==> src/rtl/pipe_pkg.sv <==
// rtl/pipe_pkg.sv - shared pipeline constants and fetch state type
package pipe_pkg;

    localparam logic [31:0] NOP_INSTR       = 32'b0;
    localparam logic [31:0] PC_INC_DEFAULT  = 32'd4;
    localparam logic [31:0] WORD_ALIGN_MASK = 32'hFFFF_FFFC;

    typedef enum logic {
        REQ  = 1'b0,
        WAIT = 1'b1
    } fetch_state_t;

endpackage

==> src/rtl/if_fetch.sv <==
// rtl/if_fetch.sv - instruction fetch stage feeding the IF/ID register
module if_fetch
    import pipe_pkg::*;
#(
    parameter logic [31:0] RESET_PC = 32'h0000_0000,
    parameter logic [31:0] PC_INC   = PC_INC_DEFAULT
) (
    input  logic        clk_i,
    input  logic        rst_i,
    output logic        imem_req_o,
    output logic [31:0] imem_addr_o,
    input  logic        imem_gnt_i,
    input  logic        imem_rvalid_i,
    input  logic [31:0] imem_rdata_i,
    input  logic        stall_i,
    input  logic        redirect_i,
    input  logic [31:0] redirect_pc_i,
    output logic        valid_o,
    output logic [31:0] IR_o,
    output logic [31:0] PC_o
);

    fetch_state_t state_q, state_d;
    logic [31:0]  pc_q, pc_d;
    logic [31:0]  req_addr_q, req_addr_d;
    logic [31:0]  ir_q, ir_d;
    logic [31:0]  pc_out_q, pc_out_d;
    logic         buf_valid_q, buf_valid_d;
    logic         drop_q, drop_d;

    logic take, req, gnt_fire, resp, fill;

    assign take     = buf_valid_q && !stall_i;
    assign req      = (state_q == REQ) && (!buf_valid_q || take) && !rst_i;
    assign gnt_fire = req && imem_gnt_i;
    assign resp     = (state_q == WAIT) && imem_rvalid_i;
    assign fill     = resp && !drop_q;

    always_comb begin
        state_d     = state_q;
        pc_d        = pc_q;
        req_addr_d  = req_addr_q;
        ir_d        = ir_q;
        pc_out_d    = pc_out_q;
        buf_valid_d = buf_valid_q;
        drop_d      = drop_q;

        if (redirect_i) begin
            pc_d        = redirect_pc_i & WORD_ALIGN_MASK;
            buf_valid_d = 1'b0;
            ir_d        = NOP_INSTR;
            pc_out_d    = 32'h0;
            // A response still in flight after this edge belongs to the old path.
            if (gnt_fire || ((state_q == WAIT) && !imem_rvalid_i)) begin
                drop_d  = 1'b1;
                state_d = WAIT;
            end else begin
                drop_d  = 1'b0;
                state_d = REQ;
            end
        end else begin
            if (gnt_fire) begin
                state_d    = WAIT;
                req_addr_d = pc_q;
                pc_d       = pc_q + PC_INC;
            end
            if (resp) begin
                state_d = REQ;
                drop_d  = 1'b0;
            end
            if (fill) begin
                buf_valid_d = 1'b1;
                ir_d        = imem_rdata_i;
                pc_out_d    = req_addr_q + PC_INC;
            end else if (take) begin
                buf_valid_d = 1'b0;
                ir_d        = NOP_INSTR;
                pc_out_d    = 32'h0;
            end
        end
    end

    always_ff @(posedge clk_i or posedge rst_i) begin
        if (rst_i) begin
            state_q     <= REQ;
            pc_q        <= RESET_PC;
            req_addr_q  <= 32'h0;
            ir_q        <= NOP_INSTR;
            pc_out_q    <= 32'h0;
            buf_valid_q <= 1'b0;
            drop_q      <= 1'b0;
        end else begin
            state_q     <= state_d;
            pc_q        <= pc_d;
            req_addr_q  <= req_addr_d;
            ir_q        <= ir_d;
            pc_out_q    <= pc_out_d;
            buf_valid_q <= buf_valid_d;
            drop_q      <= drop_d;
        end
    end

    assign imem_req_o  = req;
    assign imem_addr_o = pc_q;
    assign valid_o     = buf_valid_q;
    assign IR_o        = ir_q;
    assign PC_o        = pc_out_q;

    a_no_rvalid_in_req: assert property (@(posedge clk_i) disable iff (rst_i)
        !(imem_rvalid_i && (state_q == REQ)));
    a_no_gnt_without_req: assert property (@(posedge clk_i) disable iff (rst_i)
        !(imem_gnt_i && !req));

endmodule

==> config.mk <==
export PLATFORM = sky130hd
export DESIGN_NAME = if_fetch
export DESIGN_NICKNAME = d
export VERILOG_FILES = /design/src/rtl/pipe_pkg.sv /design/src/rtl/if_fetch.sv
export SDC_FILE = /design/constraint.sdc
export NUM_CORES = 1
export LEC_CHECK = 0
export ABC_AREA = 1
export CAP_MARGIN = 25
export CORE_ASPECT_RATIO = 1.75
export CORE_MARGIN = 2
export CORE_UTILIZATION = 25
export DETAILED_ROUTE_END_ITERATION = 8
export SLEW_MARGIN = 5
export SYNTH_ARGS = -nofsm -noshare
export SYNTH_HDL_FRONTEND = slang
export SYNTH_SLANG_ARGS = --single-unit
export TNS_END_PERCENT = 100
==> constraint.sdc <==
create_clock -name clk_i -period 7.5 [get_ports clk_i]
set_clock_uncertainty 0.15 [all_clocks]
set_input_delay 1.125 -clock clk_i [delete_from_list [all_inputs] [get_ports clk_i]]
set_output_delay 1.125 -clock clk_i [all_outputs]
set_load 0.005 [all_outputs]
==> results of run 1 <==
## layout make-up
cell class	count	area [um^2]	share of cell area [%]
Clock inverter	11	138	1.49
Tap cell	324	405	4.39
Sequential cell	126	3150	34.2
Multi-Input combinational cell	606	3010	32.6
Timing Repair Buffer	166	1660	18.0
Inverter	98	380	4.12
Clock buffer	21	480	5.21
## synth_stat cells, drive strengths merged
cell type	n	area [um^2]
xnor2	1	8.76
o221ai	2	17.5
o2111ai	1	8.76
clkbuf	4	15.0
nand3	62	355
a31oi	2	12.5
ha	2	25.0
nor3	7	46.3
o211ai	6	45.0
nand4	15	100
inv	98	378
xor2	3	26.3
nand2	247	970
o21ai	63	315
or2	1	6.26
conb	1	3.75
dfrtp	126	3150
nor2	122	559
buf	25	215
a32o	1	10.0
a21oi	25	125
o21bai	1	7.51
nand3b	10	75.1
a22o	33	289
## power breakdown
group / internal (W) / switching [W] / total [W]
Combinational: 0.000168 / 0.000200 / 0.000369
Clock: 0.000554 / 0.000301 / 0.000855
Sequential: 0.000758 / 0.0000921 / 0.000850
Total: 0.00148 / 0.000594 / 0.00207
## cells by family (layout without fill, tap and decap cells)
kind of cell / count (synthesis) / in the layout / share of synthesized area (%)
flip-flops: 126 / 126 / 46.6
other: 1 / 2 / 0.0554
AO/OA/AOI/OAI: 134 / 134 / 12.3
AND/OR/NAND/NOR: 464 / 464 / 31.2
buffers and inverters: 127 / 296 / 8.98
XOR/XNOR: 4 / 4 / 0.518
adder cells (fa/ha/maj): 2 / 2 / 0.370
## through the flow
| stage | util (%) | hold WS, ns | setup WS [ns] | area, um^2 |
|---|---|---|---|---|
| 6_report | 34.7 | 0.328 | 3.83 | 9230 |
| 5_1_grt | 34.7 | 0.354 | 3.75 | 9230 |
| 4_1_cts | 34.7 | 0.333 | 3.82 | 9230 |
| 3_5_place_dp | 32.4 | 0.317 | 3.81 | 8610 |
| 3_3_place_gp | 32.3 | 0.314 | 3.81 | 8590 |
| 2_1_floorplan | - | 0.322 | 2.87 | 6770 |
## flip-flops by register name, indices dropped and copies added, names as in the netlist
signal       cells
req_addr_q      30
imem_addr_o     30
IR_o            32
PC_o            31
valid_o          1
state_q          1
drop_q           1
## routing by layer
layer	global-route usage (%)	vias to the layer above	wire length, um
met5	0	-	0
li1	-	3111	-
met1	16.0	2779	7950
met4	8.83	0	913
met2	27.0	184	11000
met3	3.35	44	956
## worst max-delay path by stage
stage | start | end | slack, ns | cells after the start
2_1_floorplan | rst_i | IR_o[0]$_DFFE_PP0P_ | 2.87 | 1
3_3_place_gp | rst_i | imem_req_o | 3.81 | 5
3_5_place_dp | rst_i | imem_req_o | 3.81 | 5
4_1_cts | rst_i | imem_req_o | 3.82 | 5
5_1_grt | rst_i | imem_req_o | 3.75 | 5
6_report | rst_i | imem_req_o | 3.83 | 5
## worst max-delay path: cells and delay by family
| family | cells | cell delay [ns] |
|---|---|---|
| buffers and inverters | 3 | 1.04 |
| and+or+nand+nor | 2 | 0.23 |
## layout by cell type (no fill, tap or decap), types with 2 or more instances in the layout
cell	count
a21oi_1	25
a22o_1	33
a31oi_1	2
buf_4	2
bufinv_16	3
clkbuf_16	17
clkbuf_8	4
clkdlybuf4s50_1	162
clkinv_2	5
clkinvlp_4	3
conb_1	2
dfrtp_1	126
ha_1	2
inv_1	89
inv_2	6
inv_4	2
nand2_1	236
nand2_2	8
nand2_4	3
nand3_1	56
nand3_2	4
nand3_4	2
nand3b_1	10
nand4_1	14
nor2_1	101
nor2_2	13
nor2_4	7
nor3_1	6
o211ai_1	6
o21ai_0	51
o21ai_1	12
o221ai_1	2
xor2_1	3
==> summary.txt, run 1 <==
Synthesis
  – Post-synthesis cell count: 858
  – Register area share after synthesis: a little under half
  – Mean Syn Cell Area: just under 8 um^2
  – Synth warnings: 0
  – Flop and latch count out of synthesis: between 100 and 150
  – Cell area after synthesis: 6770 um^2
  – Unique masters post-synth: 40

STA
  – Worst Tran Pin Value: between 0.8 and 0.9 ns
  – Tmin final: ~3.7 ns
  – Final slew viol count: 0
  – Slew headroom: 44.0%
  – RSZ-0062 raised after global routing: false
  – Final hold violations: 0
  – Max Clock Freq: 272 MHz
  – Final setup fails: 0
  – Setup TNS: 0 ns
  – Tcrit/Tclk final: between 40 and 50%

Layout
  – Ant diodes: 0
  – Fill cells: about 2700
  – Final Net Count: 1087
  – Layout cells sized above 1: 8.37%
  – Finished Layout Cells: 1352
  – P&R area growth vs syn: 36.4%

Power and ir drop
  – Design Power: 0.00207 W
  – Pwr/cell area: 225 nW/um^2
  – Worst VDD drop: 0.137 mV
  – Leakage: 4.12 nW

Clocking
  – CTS tree: built
  – Clk slew on worst S/H paths: 0.05 ns
  – Hold_buf cts: 0
  – Gates resized, CTS repair: 0
  – CTS root buf: clkbuf_16
  – Post-CTS setup buffers: 0
  – Worst skew pair latency: 0.43 ns
  – H-tree depth: 4
  – Max clock buf depth: 2
  – Num Clock Sinks: 126
  – TritonCTS Buffers: 17

Placement
  – Hpwl dp: 15.9 mm
  – Placed cells: 1320
  – Routability cong.: between 0.8 and 0.9
  – # port buffers: 163

Routing
  – Count of antenna-violating nets left after detailed routing: 0
  – DRC violations left: 0
  – Drt pass-1 iters: 6
  – Initial DRC Count: 407
  – Detailed-route wire length per cell: 15.4 um
  – Drt total wl: 20.8 mm
  – Via count: between 6000 and 7000
  – DR vias/cell: ~4.5

Global routing
  – Initial antenna violation count: 0
  – Remaining Overflow, GRT: 0
  – First-pass GRT wire length: 33.1 mm
  – Largest net degree at the start of global routing: 75
  – Number of global-route vias before repair: approximately 6300
  – Tot GR Track Use: 15.1%

Floorplanning
  – Die width: roughly 130 um
  – Io pins: 168
  – Initial core utilization: 25.5%
  – Num rows: 79
  – Die Ht: about 220 um
  – Die footprint: 28500 um^2
  – Core Box Area: 26600 um^2

Min path
  – Hold Path Class: reg2reg
  – Hold Path Origin: PC_o[30]$_DFFE_PP0P_
  – Hold path depth: 2
  – Hold EP: PC_o[30]$_DFFE_PP0P_

Worst setup path
  – Critical path startpoint category: input port
  – Crit Path Category: in2out
  – CP dominant cell by count: clkdlybuf4s50_1
  – Slowest CP cell: clkdlybuf4s50_1
  – Reg2Reg Launch Point: valid_o$_DFFE_PP0P_
  – CP cell instances: clkdlybuf4s50_1 > nor2_4 > nand2_1 > inv_1 > clkdlybuf4s50_1
  – CP endpoint kind: output pin
  – Slowest Stage Delay on Critical Path: 0.50 ns
  – Critical path data arrival time: 2.40 ns
  – Worst r2r dst: imem_addr_o[27]$_DFFE_PP0P_
  – Req. time, crit path: just over 6 ns
  – R2R cell count: 6
  – R2R Setup Slk: 5.60 ns
  – CP max FO: 3

Flow run
  – Max Cap Violations: 0

Status
  – Status: completed
Note: power is estimated with default switching activity, not from simulation.
==> run 2, diff against run 1 <==
==> constraint.sdc (replaced) <==
create_clock -name clk_i -period 3.2 [get_ports clk_i]
set_clock_uncertainty 0.15 [all_clocks]
set_input_delay 0.48 -clock clk_i [delete_from_list [all_inputs] [get_ports clk_i]]
set_output_delay 0.48 -clock clk_i [all_outputs]
set_load 0.005 [all_outputs]
==> run 2 against run 1 <==
Against the previous run:
- critical path depth stayed put
- combinational power is 130% higher
- wire length is 0.80% lower
==> summary.txt, run 2 (synthesized netlist as in run 1, its figures left out) <==
Global routing
  – Initial antenna violation count: 0 (unchanged)
  – Met2 Resource Use GR: 26.6% (-0.34 points)
  – Tot GR Track Use: 14.8% (-0.28 points)
  – Met3 Use GR: 2.65% (-0.70 points)
  – Remaining Overflow, GRT: 0 (unchanged)
  – Largest net degree at the start of global routing: 75 (unchanged)
  – Most Used Layer, Global Route: met2
  – GR Util met1: 15.7% (-0.28 points)
  – Number of global-route vias before repair: 6202 (-1.3%)
  – First-pass GRT wire length: 32.9 mm (-0.61%)

Routing
  – Drt pass-1 iters: 5 (-1)
  – DRC violations left: 0 (unchanged)
  – Count of antenna-violating nets left after detailed routing: 0 (unchanged)
  – Drt total wl: 20.6 mm (-0.80%)
  – Via count: 6187 (+1.1%)
  – DR vias/cell: 4.57 (+0.90%)
  – Detailed-route wire length per cell: 15.2 um (-1.0%)
  – Initial DRC Count: 370 (-9.1%)

Clocking
  – TritonCTS Buffers: 17 (unchanged)
  – CTS root buf: clkbuf_16
  – CTS tree: built
  – Num Clock Sinks: 126 (unchanged)
  – Max clock buf depth: 2 (unchanged)
  – Gates resized, CTS repair: 0 (unchanged)
  – Clk slew on worst S/H paths: 0.06 ns (about the same)
  – Worst skew pair latency: 0.42 ns (about the same)
  – Post-CTS setup buffers: 0 (unchanged)
  – Hold_buf cts: 0 (unchanged)
  – H-tree depth: 4 (unchanged)

Layout
  – Ant diodes: 0 (unchanged)
  – Design area: 9260 um^2 (+0.35%)
  – Max FFs per register: 32 (unchanged)
  – Final Net Count: 1090 (+0.28%)
  – Layout cells sized above 1: 8.44% (+0.073 points)
  – Fill cells: 2800 (+2.5%)
  – Most frequent cells in the layout: nand2_1, clkdlybuf4s50_1, dfrtp_1
  – FF+latch area: 3150 um^2 (unchanged)
  – Commonest non-fill, non-tap cell in the layout: nand2_1
  – P&R area growth vs syn: 36.8%
  – Multi-input logic area: 3010 um^2 (unchanged)

Power and ir drop
  – Switching share of power: 28.4% (-0.19 points)
  – Leakage: 4.13 nW (+0.28%)
  – Psw: 0.00139 W (+130%)
  – Sequential Power Share: 41.0% (about the same)
  – Worst VDD drop: 0.348 mV (+150%)
  – Logic pwr share: 17.8% (about the same)
  – Clock power share: 41.3% (about the same)
  – Pwr/cell area: 526 nW/um^2 (+130%)
  – Internal power: 0.00349 W (+140%)

Floorplanning
  – Die width: 128 um (unchanged)
  – Num rows: 79 (unchanged)
  – Die Ht: 222 um (unchanged)
  – Io pins: 168 (unchanged)
  – Die footprint: 28500 um^2 (unchanged)
  – Initial core utilization: 25.5% (unchanged)
  – Core Box Area: 26600 um^2 (unchanged)

Worst setup path
  – CP cell instances: clkdlybuf4s50_1 > nor2_4 > nand2_1 > inv_1 > clkdlybuf4s50_1
  – CP endpoint: imem_req_o
  – Crit. Startpoint: rst_i
  – Req. time, crit path: 2.57 ns (-3.65 ns)
  – Slowest Stage Delay on Critical Path: 0.50 ns (about the same)
  – R2R Setup Slk: 1.28 ns (-4.32 ns)
  – Slowest CP cell: clkdlybuf4s50_1
  – Crit Path Category: in2out
  – CP max FO: 3 (unchanged)
  – WP depth: 5 (unchanged)
  – Reg2Reg Launch Point: imem_addr_o[2]$_DFFE_PP0P_
  – CP endpoint kind: output pin
  – Worst r2r dst: imem_addr_o[28]$_DFFE_PP0P_
  – CP dominant cell by count: clkdlybuf4s50_1
  – CP top delay family: buffers and inverters
  – Critical path startpoint category: input port
  – Critical path buffers and inverters: 3 (unchanged)
  – R2R cell count: 8 (+2)
  – Critical path data arrival time: 1.75 ns (-0.65 ns)

STA
  – Tmin final: 2.38 ns
  – Slew headroom: 62.4% (+18 points)
  – Tcrit/Tclk final: 74.5%
  – Final slew viol count: 0 (unchanged)
  – Max Clock Freq: between 400 and 500 MHz
  – Setup TNS: 0 ns (unchanged)
  – RSZ-0062 raised after global routing: false
  – Final hold violations: 0 (unchanged)
  – Final setup fails: 0 (unchanged)
  – Worst Tran Pin Value: 0.564 ns (-0.276 ns)

Flow run
  – Max Cap Violations: 0 (unchanged)

Min path
  – Hold Path Class: in2reg
  – Hold Path Origin: redirect_i

Placement
  – Placed Area: 8650 um^2 (+0.42%)
  – # port buffers: 163 (unchanged)
  – Hpwl dp: 16.0 mm (+0.75%)
  – Routability cong.: 0.888 (+2.4%)

Status
  – Status: completed
run 2: area by class of cell:
| type | count | share of cell area (%) |
|---|---|---|
| tap | 324 | 4.38 |
| clock buffer | 20 | 4.82 |
| clock inverter | 12 | 1.81 |
| inverter | 98 | 4.12 |
| timing repair buffer | 169 | 18.3 |
| multi-input combinational | 606 | 32.5 |
| sequential | 126 | 34.0 |
run 2: through the flow:
| step | total power, W | cells | hold slack (ns) | util, % | setup WS (ns) |
|---|---|---|---|---|---|
| final | 0.00487 | 1355 | 0.232 | 34.8 | 0.817 |
| after global routing | 0.00514 | 1355 | 0.263 | 34.8 | 0.771 |
| after CTS | 0.00494 | 1355 | 0.217 | 34.8 | 0.811 |
| after detailed placement | 0.00289 | 1323 | 0.315 | 32.5 | 0.811 |
| after global placement | 0.00288 | 1323 | 0.315 | 32.5 | 0.808 |
| after floorplan | 0.00246 | 859 | 0.322 | - | 1.02 |
run 2: worst min-delay path by stage:
stage,to,slack (ns),depth (start not counted)
after CTS,valid_o$_DFFE_PP0P_,0.22,2
after detailed placement,PC_o[21]$_DFFE_PP0P_,0.32,2
final,valid_o$_DFFE_PP0P_,0.23,2
after floorplan,PC_o[21]$_DFFE_PP0P_,0.32,2
after global placement,PC_o[10]$_DFFE_PP0P_,0.31,2
after global routing,valid_o$_DFFE_PP0P_,0.26,2
run 2: worst reg2reg max path, delay by kind of cell (launching register included):
family	cells	cell delay, ns
and+or+nand+nor	7	0.95
DFF	1	0.46
adders and majority gates	1	0.24
run 2: layer usage:
metal	routed length, um	vias to the layer above	share of wire [%]
li1	-	3119	-
met1	7860	2826	38
met2	10800	189	53
met3	848	53	4.1
met4	1090	0	5.3
met5	0	-	0
run 2: power groups by stage:
stage                     combinational (W)  clock (W)  sequential, W
final                              0.000865    0.00201        0.00200
after global routing               0.000978    0.00213        0.00203
after CTS                          0.000880    0.00206        0.00199
after detailed placement           0.000875          0        0.00202
after global placement             0.000866          0        0.00201
after floorplan                    0.000495          0        0.00197
==> run 3, diff against run 2 <==
==> constraint.sdc (replaced) <==
create_clock -name clk_i -period 1.92 [get_ports clk_i]
set_clock_uncertainty 0.15 [all_clocks]
set_input_delay 0.288 -clock clk_i [delete_from_list [all_inputs] [get_ports clk_i]]
set_output_delay 0.288 -clock clk_i [all_outputs]
set_load 0.005 [all_outputs]
==> run 3 against run 2 <==
Against the previous run:
- power is 68% higher
- largest power group is now sequential cells
- die area stayed put
- sequential cell count stayed put
- final area is 3.3% higher
==> summary.txt, run 3 (synthesized netlist as in run 1, its figures left out) <==
STA
  – Final hold violations: 0 (unchanged)
  – RSZ-0062 raised after global routing: false
  – Max Clock Freq: 531 MHz
  – Final slew viol count: 0 (unchanged)
  – Tcrit/Tclk final: 98.1%
  – Final WS setup: 0.0361 ns (-0.780 ns)
  – Tmin final: 1.88 ns
  – Final setup fails: 0 (unchanged)

Min path
  – Hold path depth: 4 (+2)
  – Hold Path Origin: redirect_i
  – Hold Path Class: in2reg
  – Hold EP: imem_addr_o[3]$_DFFE_PP0P_

Worst setup path
  – Critical path buffers and inverters: 1 (-2)
  – Slowest CP cell: clkdlybuf4s50_1
  – Crit Path Category: reg2out
  – Critical path startpoint category: register
  – Worst r2r dst: PC_o[28]$_DFFE_PP0P_
  – CP cell instances: clkdlybuf4s50_1
  – Reg2Reg Launch Point: req_addr_q[9]$_DFFE_PP0P_
  – Req. time, crit path: 1.48 ns (-1.09 ns)
  – R2R cell count: 8 (unchanged)
  – CP endpoint kind: output pin
  – CP max FO: 4 (+1)
  – Slowest Stage Delay on Critical Path: 0.55 ns (+0.05 ns)
  – R2R Setup Slk: 0.12 ns (-1.16 ns)
  – CP top delay family: buffers and inverters
  – Critical path data arrival time: 1.45 ns (-0.30 ns)

Power and ir drop
  – Leakage: 4.28 nW (+3.5%)
  – Worst VDD drop: 0.630 mV (+81%)
  – Design Power: 0.00819 W (+68%)
  – Pwr/cell area: 856 nW/um^2 (+63%)

Routing
  – DR vias/cell: 4.61 (+0.99%)
  – Detailed-route wire length per cell: 15.5 um (+1.8%)
  – Count of antenna-violating nets left after detailed routing: 0 (unchanged)
  – Drt pass-1 iters: 5 (unchanged)
  – Initial DRC Count: 278 (-25%)
  – Drt total wl: 21.4 mm (+3.8%)
  – Via count: 6373 (+3.0%)
  – DRC violations left: 0 (unchanged)

Global routing
  – GR Util met1: 15.2% (-0.44 points)
  – First-pass GRT wire length: 33.7 mm (+2.6%)
  – Most Used Layer, Global Route: met2
  – Initial antenna violation count: 0 (unchanged)
  – Met2 Resource Use GR: 28.1% (+1.5 points)
  – Tot GR Track Use: 15.4% (+0.58 points)
  – Met3 Use GR: 3.14% (+0.48 points)
  – Number of global-route vias before repair: 6572 (+6.0%)
  – Largest net degree at the start of global routing: 46 (-39%)
  – Remaining Overflow, GRT: 0 (unchanged)

Clocking
  – Hold_buf cts: 0 (unchanged)
  – Max clock buf depth: 2 (unchanged)
  – CTS tree: built
  – Worst skew pair latency: 0.43 ns (about the same)
  – TritonCTS Buffers: 17 (unchanged)
  – Num Clock Sinks: 126 (unchanged)
  – Clk slew on worst S/H paths: 0.06 ns (about the same)
  – CTS root buf: clkbuf_16
  – H-tree depth: 4 (unchanged)

Floorplanning
  – Die width: 128 um (unchanged)
  – Core Box Area: 26600 um^2 (unchanged)
  – Die footprint: 28500 um^2 (unchanged)
  – Initial core utilization: 25.5% (unchanged)
  – Io pins: 168 (unchanged)
  – Num rows: 79 (unchanged)
  – Die Ht: 222 um (unchanged)

Placement
  – Routability cong.: 0.909 (+2.4%)
  – Hpwl dp: 17.1 mm (+6.4%)
  – # port buffers: 163 (unchanged)
  – Pre-CTS setup slack: -0.0416 ns (-0.853 ns)

Layout
  – FF+latch area: 3160 um^2 (+0.36%)
  – P&R area growth vs syn: 41.4%
  – Ant diodes: 0 (unchanged)
  – Max FFs per register: 32 (unchanged)
  – Final Net Count: 1117 (+2.5%)
  – Most frequent cells in the layout: nand2_1, clkdlybuf4s50_1, dfrtp_1
  – Fill cells: 2732 (-2.4%)
  – Layout cells sized above 1: 11.8% (+3.4 points)
  – Multi-input logic area: 3010 um^2 (about the same)
  – Commonest non-fill, non-tap cell in the layout: nand2_1

Flow run
  – Max Cap Violations: 0 (unchanged)

Status
  – Status: completed
==> run 3: worst max-delay path by stage <==
stage | start | to | slack (ns) | cells after the start
global route | req_addr_q[13]$_DFFE_PP0P_ | PC_o[30]$_DFFE_PP0P_ | 0.003 | 8
floorplan | rst_i | IR_o[0]$_DFFE_PP0P_ | -0.07 | 1
CTS | imem_addr_o[5]$_DFFE_PP0P_ | imem_addr_o[5] | 0.0003 | 1
global placement | stall_i | imem_req_o | -0.04 | 5
finish | imem_addr_o[23]$_DFFE_PP0P_ | imem_addr_o[23] | 0.04 | 1
detailed placement | stall_i | imem_req_o | -0.04 | 5
==> run 3: layer usage <==
layer | vias to the layer above | wire length (um) | share of wire, %
li1 | 3177 | - | -
met1 | 2923 | 7920 | 37
met2 | 211 | 11300 | 53
met3 | 62 | 921 | 4.3
met4 | 0 | 1320 | 6.2
met5 | - | 0 | 0
==> run 3: timing repair <==
item                                    in CTS  in global routing
gates resized for setup                      4                  7
buffers inserted                             3                  0
endpoints found under the setup margin       3                  7
pin swaps                                    2                  0
==> run 3: cell type report <==
cell class / count / area share, %
Multi-Input combinational cell: 606 / 31.5
Clock inverter: 13 / 1.73
Tap cell: 324 / 4.24
Sequential cell: 126 / 33.1
Timing Repair Buffer: 196 / 20.9
Inverter: 98 / 3.99
Clock buffer: 19 / 4.63
==> run 3: worst register-to-register path, stage by stage (launching register included) <==
cell and delay [ns]:
dfrtp_1 0.45, nand2_1 0.12, nor2_1 0.27, nand2_1 0.09
nor2_1 0.32, nand2_1 0.15, nand2_1 0.08, nand3_1 0.07
nand2_1 0.06
==> run 3: stage by stage <==
stage               hold slack, ns  cells  area, um^2  setup TNS, ns  utilization (%)
floorplan                    0.262    859        6780          -8.98                -
global placement             0.314   1347        8930        -0.0563             33.6
detailed placement           0.315   1347        8930         -0.153             33.6
CTS                          0.109   1382        9560              0             36.0
global route                 0.126   1382        9570              0             36.0
finish                       0.123   1382        9570              0             36.0
==> run 3: power by group <==
group | switching [W] | internal [W] | total, W
combinational | 0.000813 | 0.000733 | 0.00155
sequential | 0.000357 | 0.00296 | 0.00332
clock | 0.00125 | 0.00208 | 0.00332
total | 0.00242 | 0.00577 | 0.00819
